`src/rtl/layer_ram_arbiter_pkg.sv`:
```
// Shared layer-RAM types: arbiter state and grant encodings, plus default access timings.
// Also used by the layer RAM sequencing logic, so keep encodings stable.
package layer_ram_arbiter_pkg;

  typedef enum logic [1:0] {
    ST_IDLE   = 2'd0,
    ST_RD     = 2'd1,
    ST_RD_CAP = 2'd2,
    ST_WR     = 2'd3
  } arb_state_t;

  typedef enum logic {
    GRANT_CTRL = 1'b0,
    GRANT_PIPE = 1'b1
  } grant_t;

  localparam int WRITE_CYCLES_DEFAULT = 6;
  localparam int READ_CYCLES_DEFAULT  = 1;
  localparam int CYCLE_CNT_W          = 5;

  // Terminal value of the per-access cycle counter, which counts 0..cycles-1.
  function automatic logic [CYCLE_CNT_W-1:0] last_count(input int cycles);
    return CYCLE_CNT_W'(cycles - 1);
  endfunction

endpackage

```
`src/rtl/layer_ram_rr_pick.sv`:
```
// Two-way controller/pipeline pick: controller preferred, pipeline wins a tie right after a controller grant.
// Purely combinational; no state, the caller owns lastGrant.
module layer_ram_rr_pick
  import layer_ram_arbiter_pkg::*;
(
  input  logic   ctrl_req,
  input  logic   pipe_req,
  input  grant_t last_grant,
  output logic   grant_vld,
  output grant_t grant
);

  always_comb begin
    grant_vld = ctrl_req | pipe_req;
    grant     = GRANT_CTRL;
    if (pipe_req && (!ctrl_req || last_grant == GRANT_CTRL)) begin
      grant = GRANT_PIPE;
    end
  end

endmodule

```
`src/rtl/layer_ram_arbiter.sv`:
```
// Shares one single-port layer RAM between the controller (read/write) and the pipeline (read only).
// Ack is same-cycle in IDLE; reads return READ_CYCLES+1 cycles after ack; losers simply hold req.
module layer_ram_arbiter
  import layer_ram_arbiter_pkg::*;
#(
  parameter int ADDR_W       = 18,
  parameter int DATA_W       = 16,
  parameter int WRITE_CYCLES = WRITE_CYCLES_DEFAULT,
  parameter int READ_CYCLES  = READ_CYCLES_DEFAULT
) (
  input  logic              gpuClock,
  input  logic              reset,
  input  logic              ctrlReq,
  input  logic              ctrlWe,
  input  logic [ADDR_W-1:0] ctrlAddr,
  input  logic [DATA_W-1:0] ctrlWdata,
  output logic              ctrlAck,
  output logic              ctrlRvalid,
  output logic [DATA_W-1:0] ctrlRdata,
  output logic              ctrlWdone,
  input  logic              pipeReq,
  input  logic [ADDR_W-1:0] pipeAddr,
  output logic              pipeAck,
  output logic              pipeRvalid,
  output logic [DATA_W-1:0] pipeRdata,
  output logic              ramCe,
  output logic              ramWe,
  output logic [ADDR_W-1:0] ramAddr,
  output logic [DATA_W-1:0] ramWdata,
  input  logic [DATA_W-1:0] ramRdata,
  output logic              busy
);

  localparam logic [CYCLE_CNT_W-1:0] WR_LAST = last_count(WRITE_CYCLES);
  localparam logic [CYCLE_CNT_W-1:0] RD_LAST = last_count(READ_CYCLES);
  localparam logic [CYCLE_CNT_W-1:0] CNT_ONE = CYCLE_CNT_W'(1);

  arb_state_t             state;
  grant_t                 last_grant;
  grant_t                 owner;
  logic [CYCLE_CNT_W-1:0] cnt;
  logic                   grant_vld;
  grant_t                 grant;
  logic                   arb_en;

  layer_ram_rr_pick u_pick (
    .ctrl_req   (ctrlReq),
    .pipe_req   (pipeReq),
    .last_grant (last_grant),
    .grant_vld  (grant_vld),
    .grant      (grant)
  );

  // Acks are masked during reset so a held request cannot be acked before arbitration starts.
  assign arb_en  = reset && (state == ST_IDLE) && grant_vld;
  assign ctrlAck = arb_en && (grant == GRANT_CTRL);
  assign pipeAck = arb_en && (grant == GRANT_PIPE);
  assign busy    = (state != ST_IDLE);

  always_ff @(posedge gpuClock or negedge reset) begin
    if (!reset) begin
      state      <= ST_IDLE;
      last_grant <= GRANT_PIPE;
      owner      <= GRANT_PIPE;
      cnt        <= '0;
      ramCe      <= 1'b0;
      ramWe      <= 1'b0;
      ramAddr    <= '0;
      ramWdata   <= '0;
      ctrlRdata  <= '0;
      pipeRdata  <= '0;
      ctrlRvalid <= 1'b0;
      pipeRvalid <= 1'b0;
      ctrlWdone  <= 1'b0;
    end else begin
      ctrlRvalid <= 1'b0;
      pipeRvalid <= 1'b0;
      ctrlWdone  <= 1'b0;
      unique case (state)
        ST_IDLE: begin
          if (grant_vld) begin
            last_grant <= grant;
            owner      <= grant;
            cnt        <= '0;
            ramCe      <= 1'b1;
            if (grant == GRANT_CTRL) begin
              ramAddr  <= ctrlAddr;
              ramWdata <= ctrlWdata;
            end else begin
              ramAddr  <= pipeAddr;
            end
            if (grant == GRANT_CTRL && ctrlWe) begin
              state     <= ST_WR;
              ramWe     <= 1'b1;
              ctrlWdone <= (WR_LAST == '0);
            end else begin
              state     <= ST_RD;
            end
          end
        end
        ST_RD: begin
          if (cnt == RD_LAST) begin
            state <= ST_RD_CAP;
            ramCe <= 1'b0;
            if (owner == GRANT_CTRL) begin
              ctrlRdata  <= ramRdata;
              ctrlRvalid <= 1'b1;
            end else begin
              pipeRdata  <= ramRdata;
              pipeRvalid <= 1'b1;
            end
          end else begin
            cnt <= cnt + CNT_ONE;
          end
        end
        ST_RD_CAP: begin
          state <= ST_IDLE;
        end
        ST_WR: begin
          // Done pulse is registered one cycle ahead so it lands in the final write cycle.
          if (cnt == WR_LAST) begin
            state <= ST_IDLE;
            ramCe <= 1'b0;
            ramWe <= 1'b0;
          end else begin
            cnt       <= cnt + CNT_ONE;
            ctrlWdone <= ((cnt + CNT_ONE) == WR_LAST);
          end
        end
        default: state <= ST_IDLE;
      endcase
    end
  end

endmodule

```
`config.mk`:
```
export PLATFORM = sky130hd
export DESIGN_NAME = layer_ram_arbiter
export DESIGN_NICKNAME = d
export VERILOG_FILES = /design/src/rtl/layer_ram_arbiter_pkg.sv /design/src/rtl/layer_ram_rr_pick.sv /design/src/rtl/layer_ram_arbiter.sv
export SDC_FILE = /design/constraint.sdc
export NUM_CORES = 1
export LEC_CHECK = 0
export ABC_AREA = 0
export CORE_MARGIN = 5
export CORE_UTILIZATION = 42
export CTS_CLUSTER_DIAMETER = 200
export DETAILED_ROUTE_END_ITERATION = 7
export HOLD_SLACK_MARGIN = 0.06
export PLACE_DENSITY = 0.81
export SETUP_SLACK_MARGIN = 0.5
export SLEW_MARGIN = 20
export SYNTH_ARGS = -nofsm -noshare
export SYNTH_HDL_FRONTEND = slang
export SYNTH_SLANG_ARGS = --single-unit
```
`constraint.sdc`:
```
create_clock -name gpuClock -period 2.45 [get_ports gpuClock]
set_clock_uncertainty 0.15 [all_clocks]
set_input_delay 0.245 -clock gpuClock [delete_from_list [all_inputs] [get_ports gpuClock]]
set_output_delay 0.245 -clock gpuClock [all_outputs]
set_load 0.01 [all_outputs]
```
==> results of run 1 <==
[sequential cells by signal, summed over array words and instances (netlist names)]
register and count:
cnt 5, ctrlRdata 16, ctrlRvalid 1, ctrlWdone 1, owner 1, pipeRdata 16, pipeRvalid 1, ramAddr 18
ramCe 1, ramWdata 16, ramWe 1, state 2
[cells in the mapped netlist]
master | n | area share
sky130_fd_sc_hd__clkbuf_1 | 5 | 0.0057
sky130_fd_sc_hd__dfstp_2 | 1 | 0.0080
sky130_fd_sc_hd__a21oi_1 | 1 | 0.0015
sky130_fd_sc_hd__and3_1 | 2 | 0.0038
sky130_fd_sc_hd__o2111a_1 | 1 | 0.0034
sky130_fd_sc_hd__or4bb_1 | 1 | 0.0034
sky130_fd_sc_hd__dfrtp_1 | 78 | 0.59
sky130_fd_sc_hd__a22o_2 | 1 | 0.0030
sky130_fd_sc_hd__and2b_2 | 1 | 0.0027
sky130_fd_sc_hd__ha_1 | 3 | 0.011
sky130_fd_sc_hd__nand2_4 | 1 | 0.0034
sky130_fd_sc_hd__nor2_1 | 7 | 0.0080
sky130_fd_sc_hd__and2_1 | 3 | 0.0057
sky130_fd_sc_hd__mux2_4 | 9 | 0.041
sky130_fd_sc_hd__buf_6 | 1 | 0.0034
sky130_fd_sc_hd__a21o_1 | 1 | 0.0023
sky130_fd_sc_hd__inv_1 | 26 | 0.030
sky130_fd_sc_hd__buf_12 | 1 | 0.0061
sky130_fd_sc_hd__nand2b_1 | 2 | 0.0038
sky130_fd_sc_hd__nor3_4 | 1 | 0.0049
sky130_fd_sc_hd__o31ai_1 | 1 | 0.0023
sky130_fd_sc_hd__a22oi_1 | 18 | 0.041
sky130_fd_sc_hd__a21boi_0 | 1 | 0.0023
sky130_fd_sc_hd__nor2b_1 | 2 | 0.0038
sky130_fd_sc_hd__nor2_4 | 1 | 0.0034
sky130_fd_sc_hd__buf_4 | 2 | 0.0046
sky130_fd_sc_hd__xnor2_1 | 2 | 0.0053
sky130_fd_sc_hd__nand3_1 | 2 | 0.0030
sky130_fd_sc_hd__mux2_2 | 39 | 0.13
sky130_fd_sc_hd__or4b_4 | 1 | 0.0042
sky130_fd_sc_hd__a31oi_1 | 2 | 0.0038
sky130_fd_sc_hd__nand2_1 | 7 | 0.0080
sky130_fd_sc_hd__nor3_1 | 1 | 0.0015
sky130_fd_sc_hd__o21a_1 | 1 | 0.0023
sky130_fd_sc_hd__o21ai_0 | 24 | 0.037
[kinds of logic after synthesis]
| group | count (synthesis) | share of synthesized area |
|---|---|---|
| flops | 79 | 0.6011 |
| compound gates | 51 | 0.09848 |
| mux | 48 | 0.1745 |
| buf+inv | 35 | 0.04943 |
| simple gates | 32 | 0.05970 |
| fa+ha+maj | 3 | 0.01141 |
| xor+xnor | 2 | 0.005324 |
[worst max-delay path, stage by stage, from the launching register on]
cell	delay (ps)
sky130_fd_sc_hd__dfrtp_1	410
sky130_fd_sc_hd__inv_2	100
sky130_fd_sc_hd__ha_4	140
sky130_fd_sc_hd__or4b_4	500
sky130_fd_sc_hd__nor3_4	190
sky130_fd_sc_hd__buf_4	140
sky130_fd_sc_hd__buf_12	120
sky130_fd_sc_hd__mux2_2	330
[layer usage]
| layer | vias to the layer above | global-route usage | part of all wire |
|---|---|---|---|
| li1 | 1217 | - | - |
| met1 | 1254 | 0.2241 | 0.40 |
| met2 | 132 | 0.3209 | 0.49 |
| met3 | 20 | 0.05379 | 0.082 |
| met4 | 0 | 0.08824 | 0.026 |
| met5 | - | 0 | 0 |
[cell type report]
| type | instances | area share |
|---|---|---|
| Sequential cell | 79 | 0.3676 |
| Timing Repair Buffer | 170 | 0.3150 |
| Multi-Input combinational cell | 136 | 0.2316 |
| Clock buffer | 10 | 0.02372 |
| Tap cell | 102 | 0.02372 |
| Clock inverter | 6 | 0.02023 |
| Inverter | 26 | 0.01814 |
[worst min path at each step]
stage	start	to	slack, ps	cells after the start
after CTS	reset	ramAddr[17]	200	2
after detailed placement	reset	state[0]	-20	1
after global routing	reset	ramAddr[17]	230	2
final	reset	ramAddr[17]	210	2
after global placement	reset	ramCe	-30	1
after floorplan	reset	cnt[0]	-200	0
[per-stage QoR]
stage	hold slack, ps	worst slack, ps	utilization	cell area [sq um]
detailed placement	-22.29	205.4	0.6344	4877
global placement	-32.69	276.7	0.6344	4877
CTS	200.3	310.8	0.6925	5324
floorplan	-200.6	207.9	-	3291
finish	205.8	260.2	0.7000	5381
global route	225.7	190.0	0.7000	5381
[power by group through the flow]
stage          Sequential (mW)  Clock [mW]  Combinational, mW
6_report                  2.32        1.14               3.57
5_1_grt                   2.40        1.22               3.83
4_1_cts                   2.31        1.16               3.49
3_5_place_dp              2.35           0               3.10
3_3_place_gp              2.33           0               3.00
2_1_floorplan             2.58           0               1.20
[what timing repair did]
item                       in CTS  in global routing
hold endpoints to repair       16                  0
pin swaps                       5                  5
setup endpoints to repair      57                 76
hold buffers                    1                  0
buffers inserted               11                  3
resized for setup              27                 16
gates cloned                    2                  0
==> impl_summary.md, run 1 <==
Min path
The worst hold-check path type is in2async.

Detailed routing
In this run, the number of DRC markers left after iteration 0 of detailed routing was 75. Across all layers, the routed design uses between 2000 and 3000 vias. In the routed layout, each cell is associated on average with a via count of about 5.0. The first-pass iteration count of the detailed router is 4. The number of remaining DRC errors is 0. The number of routed nets with antenna violations is 0. The routed length per placed instance is between 15 and 20 um.

The final wirelength is 9168 um.

Finish
Leaving out fill and tap cells, the most frequent cell in the layout is sky130_fd_sc_hd__clkdlybuf4s50_1. Across the whole layout, storage elements account for 1978 sq um. The area growth from synthesis to final layout is 63.54%. In the final layout, the share of cells above drive strength 1 is 0.2646. The non-filler instance count after layout is between 500 and 600. The antenna diode count is 0.

The count of nets after finishing is roughly 500. Summing all multi-input logic gate instances after layout gives roughly 1200 sq um. In the layout the commonest cells are 142 x sky130_fd_sc_hd__clkdlybuf4s50_1, 78 x sky130_fd_sc_hd__dfrtp_1, 39 x sky130_fd_sc_hd__mux2_2, 24 x sky130_fd_sc_hd__inv_1, 20 x sky130_fd_sc_hd__o21ai_0. The layout has 554 filler cells.

Setup path
For the worst flop-to-flop path, the logic depth is 7. In this run the register-to-register setup slack is ~260 ps. The top fanout value on the critical path is 9. The timing startpoint of the critical path is cnt[1]. The required time of the critical path is around 2500 ps.

The worst setup path is of the reg2reg kind. The worst setup path is captured at a flip-flop. The critical path ends at ctrlRdata[2].

The worst setup path is launched from a flip-flop. In this run the critical register-to-register path is captured at ctrlRdata[2]. Data arrives at the worst endpoint at roughly 2300 ps.

The origin of the critical flop-to-flop path is cnt[1].

Pwr
Of the total power, registers draw 0.329. The internal power is roughly 4.7 mW. The share of total power dissipated in the clock network is 0.163. For this design the static power due to leakage is 2.366 nW.

Of the total power, combinational logic draws 0.508. The switching power of the nets is between 2 and 2.5 mW. Power spread over the standard cell area amounts to approximately 1300 nW/um^2. The maximum vdd ir drop is between 0.6 and 0.7 mV. Of the total power, the share spent switching nets is 0.3255. The total power is roughly 7 mW.

Clocking
The clock drives 79 sinks. The clock slew seen by the registers of the worst setup and hold paths is 80 ps. Clock latency on the worst-skew pair, taken at its later pin, is ~340 ps. The total clock buffers created by CTS is 9. The clock tree from TritonCTS is done. The root buffer cell is sky130_fd_sc_hd__clkbuf_8.

Counting along the longest clock path gives a buffer depth of 2. The depth of the CTS H-tree is 3.

Global routing
After global routing the overflow that remains totals 0. Across every metal layer, demand over resource in global routing totals 0.1899. The initial antenna violation count is 0. The first-pass GRT wire length is 14650 um. The number of global-route vias before repair is a little under 3000. The maximum number of pins on one net before global-route repair is 64.

Synth
A synthesized cell averages approximately 13 sq um. The number of standard cells after synthesis is between 200 and 300. Summing every instance area after synthesis gives between 3000 and 4000 sq um. The number of different library cells used by synthesis comes to 35. The number of warning messages in the yosys log is 0. The part of the Yosys area used for sequential elements is 0.6011. The number of storage elements in the synthesis netlist is 79. The net count after synthesis is ~330.

Run status
The flow ran to the end, and the final reports show no timing, DRC or antenna violations.

Floorplanning
The die width is roughly 100 um. In this run the standard cell core region covers approximately 7700 sq um. The initial standard-cell utilization of the core is 0.4281. The placement row count is 32. The die span in y is about 99 um. The area of the die is 9705 sq um. The top-level port count is 147.

Job
The count of max-cap constraint violations is 0.

STA
The total count of max-transition violations in the final report is 0. Setup violations remaining at the end of the flow were counted as 0. The count of final hold-check violations is 0. The final critical-path share of the clock period is 0.8938.

The time the worst path needs with I/O delays and setup is around 2200 ps. Setup repair after global routing could not meet its margin everywhere. The achievable frequency is about 0.46 GHz. The worst-case headroom to the max-slew limit is 0.4636. Setup total negative slack on the finished layout was measured at 0 ps. The slew at the pin closest to its max-slew limit is slightly above 800 ps.

Placed design
The weighted congestion reported at the end of routability-driven placement is about 0.80. The HPWL after detailed placement is 6351 um. The number of I/O port buffers is ~150. The cell count after placement is 496.
(Power assumes the default switching activity.)
==> run 2, diff against run 1 <==
--- a/config.mk
+++ b/config.mk
@@ -10,6 +10,7 @@
 export CORE_UTILIZATION = 42
 export CTS_CLUSTER_DIAMETER = 200
 export DETAILED_ROUTE_END_ITERATION = 7
+export GPL_TIMING_DRIVEN = 1
 export HOLD_SLACK_MARGIN = 0.06
 export PLACE_DENSITY = 0.81
 export SETUP_SLACK_MARGIN = 0.5
==> results of run 2 <==
Same layout as run 1: the final DEF is identical, and so are final timing and power.
==> run 3, diff against run 2 <==
==> constraint.sdc (replaced) <==
create_clock -name gpuClock -period 2.45 [get_ports gpuClock]
set_clock_uncertainty 0.15 [all_clocks]
set_input_delay 0.245 -clock gpuClock [delete_from_list [all_inputs] [get_ports gpuClock]]
set_output_delay 0.245 -clock gpuClock [all_outputs]
set_load 0.1 [all_outputs]
==> impl_summary.md, run 3 (synthesized netlist as in run 1, its figures left out) <==
Clocking
The count of clock tree sinks is 79 (unchanged). The clock tree from TritonCTS is done. The clock slew seen by the registers of the worst setup and hold paths is 90 ps (about the same). The deepest clock path buffer count is 2 (unchanged). The total clock buffers created by CTS was 9 (unchanged).

The root buffer cell is sky130_fd_sc_hd__clkbuf_8. The clock insertion delay at the later pin of the skew report is 350 ps (about the same). The depth of the CTS H-tree is 3 (unchanged).

Global routing
The initial antenna violation count came to 0 (unchanged). The leftover overflow at the end of global routing was 0 (unchanged). The maximum number of pins on one net before global-route repair came to 69 (+7.8%). The overall global routing resource usage is 0.1935 (+0.003608).

The first-pass GRT wire length is 15040 um (+2.7%). The number of global-route vias before repair is 2930 (-0.37%).

Floorplanning
The die span in y was 98.52 um (unchanged). The initial standard-cell utilization of the core is 0.4281 (unchanged). The top-level port count is 147 (unchanged). The core area is 7687 sq um (unchanged). The die width is 98.52 um (unchanged). The placement row count is 32 (unchanged). The area of the die is 9705 sq um (unchanged).

Min path
The worst hold-check path type is in2async.

Setup path
The critical path in this run is classified as reg2reg. The arrival time reported for the critical path endpoint came to 2280 ps (about the same). The element type at the critical path start is a flip-flop. The critical path depth is 8 (+1).

The top fanout value on the critical path is 8 (-1). The cell depth of the worst flop-to-flop path came to 8 (+1). The worst register-to-register path begins at cnt[0]. The critical path capture point type is a flip-flop. The cell with the largest stage delay on the worst path is sky130_fd_sc_hd__or4b_4. Following the worst setup path forward leads to its endpoint at ctrlRdata[5].

The required time of the critical path came to 2550 ps (+20 ps). The register-to-register setup slack is 260 ps (about the same). The worst stage delay on the critical path is 490 ps (about the same). The dominant delay contributor by cell family on the critical path is simple AND/OR/NAND/NOR gates. The count of buffering cells on the critical path with inverters included was 4 (+1). The signal on the critical path passes through inv_2 > ha_4 > or4b_4 > nor3_4 > buf_4 > buf_6 > buf_16 > mux2_4. The critical path starts at cnt[0]. The endpoint of the lowest-slack register-to-register path is ctrlRdata[5].

STA
The count of endpoints failing setup in the final report came to 0 (unchanged). The final critical-path share of the clock period is 0.8924 (-0.001414). The time the worst path needs with I/O delays and setup was 2186 ps (-3.464 ps). Setup repair after global routing could not meet its margin everywhere. The final setup TNS is 0 ps (unchanged). The achievable frequency is 0.4574 GHz (+0.16%). The slew at the pin closest to its max-slew limit came to 842.7 ps (+38.15 ps).

The count of final hold-check violations is 0 (unchanged). The worst-case headroom to the max-slew limit is 0.4382 (-0.02543). The total count of max-transition violations in the final report is 0 (unchanged).

Detailed routing
The first-pass iteration count of the detailed router is 4 (unchanged). The number of routed nets with antenna violations is 0 (unchanged). The number of vias per cell after detailed routing is 5.002 (+0.88%). The routed length per placed instance is 17.50 um (+0.96%). The final wirelength came to 9501 um (+3.6%). The number of remaining DRC errors came to 0 (unchanged). The number of vias in the routed layout is 2716 (+3.5%). The number of DRC violations after detailed-routing iteration 0 is 77 (+2.7%).

Finish
The library cell used most frequently in the layout, excluding fill and tap cells, is sky130_fd_sc_hd__buf_4. The fill cell total of the finished layout was 554 (unchanged). Leaving out fill and tap cells, the most frequent cells in the layout are 101 x sky130_fd_sc_hd__buf_4, 76 x sky130_fd_sc_hd__dfrtp_1, 71 x sky130_fd_sc_hd__clkdlybuf4s50_1, 39 x sky130_fd_sc_hd__mux2_2, 23 x sky130_fd_sc_hd__inv_1. The area growth from synthesis to final layout is 63.84%. The multi-input gate area in the final layout is 1279 sq um (+2.6%).

The area occupied by registers was 1981 sq um (+0.13%). The register with the most flip-flops is ramAddr. The number of flip-flops under the largest register name is 18 (unchanged). The antenna diode count is 0 (unchanged). The count of nets after finishing is 512 (+2.8%). The layout cell share with drive strength beyond 1 is 0.4626 (+0.1979).

Placed design
The HPWL after detailed placement is 6310 um (-0.64%). The weighted congestion reported at the end of routability-driven placement came to 0.8333 (+4.3%). The number of I/O port buffers is 146 (unchanged).

Job
The count of max-cap constraint violations is 0 (unchanged).

Run status
The flow ran to the end, and the final reports show no timing, DRC or antenna violations.
==> run 3: cell count changes in the layout (fill, tap and decap cells not counted), sizes merged <==
| cell | delta |
|---|---|
| buf | +83 |
| nand2 | +2 |
| dlymetal6s2s | -1 |
| clkbuf | +1 |
| inv | +1 |
| clkinv | -1 |
| clkdlybuf4s50 | -71 |
==> run 3: metrics by stage <==
stage,area (sq um),setup slack (ps),hold WS [ps],instances,utilization
after global routing,5391,190.9,187.3,543,0.7013
after CTS,5223,330.2,186.2,530,0.6794
after global placement,4712,282.7,-57.24,495,0.6130
final,5391,263.7,204.0,543,0.7013
after detailed placement,4712,240.7,-54.29,495,0.6130
after floorplan,3293,206.7,-200.6,250,-
==> run 3: what timing repair did <==
item | in CTS | in global routing
endpoints found under the setup margin | 58 | 63
cloned | 3 | 2
hold buffers | 1 | 0
buffers inserted | 15 | 11
pin swaps | 8 | 4
resized for setup | 22 | 16
hold endpoints to repair | 11 | 0
==> run 3: final cells by class <==
cell class,count,share of cell area
repair buffers,182,0.3084
clock buffers,10,0.02367
inverters,26,0.01810
well taps,102,0.02367
clock inverters,6,0.02158
multi-input cells,138,0.2372
flip-flops and latches,79,0.3674
==> run 3: worst min-delay path by stage <==
stage	startpoint	slack, ps	end
3_3_place_gp	reset	-60	ramAddr[12]
4_1_cts	reset	190	ramAddr[9]
3_5_place_dp	reset	-50	ramAddr[9]
2_1_floorplan	reset	-200	cnt[0]
6_report	reset	200	ramAddr[7]
5_1_grt	reset	190	ramAddr[7]
==> run 3: per-layer routing <==
layer / track usage / up-vias / share of wire
met5: 0 / - / 0
met4: 0.07878 / 0 / 0.023
met3: 0.05874 / 21 / 0.083
met2: 0.3339 / 136 / 0.51
met1: 0.2245 / 1315 / 0.38
li1: - / 1244 / -
Power of run 3 is not shown: default switching activity piles up to over one toggle a cycle in this logic, so the estimate is an artifact.
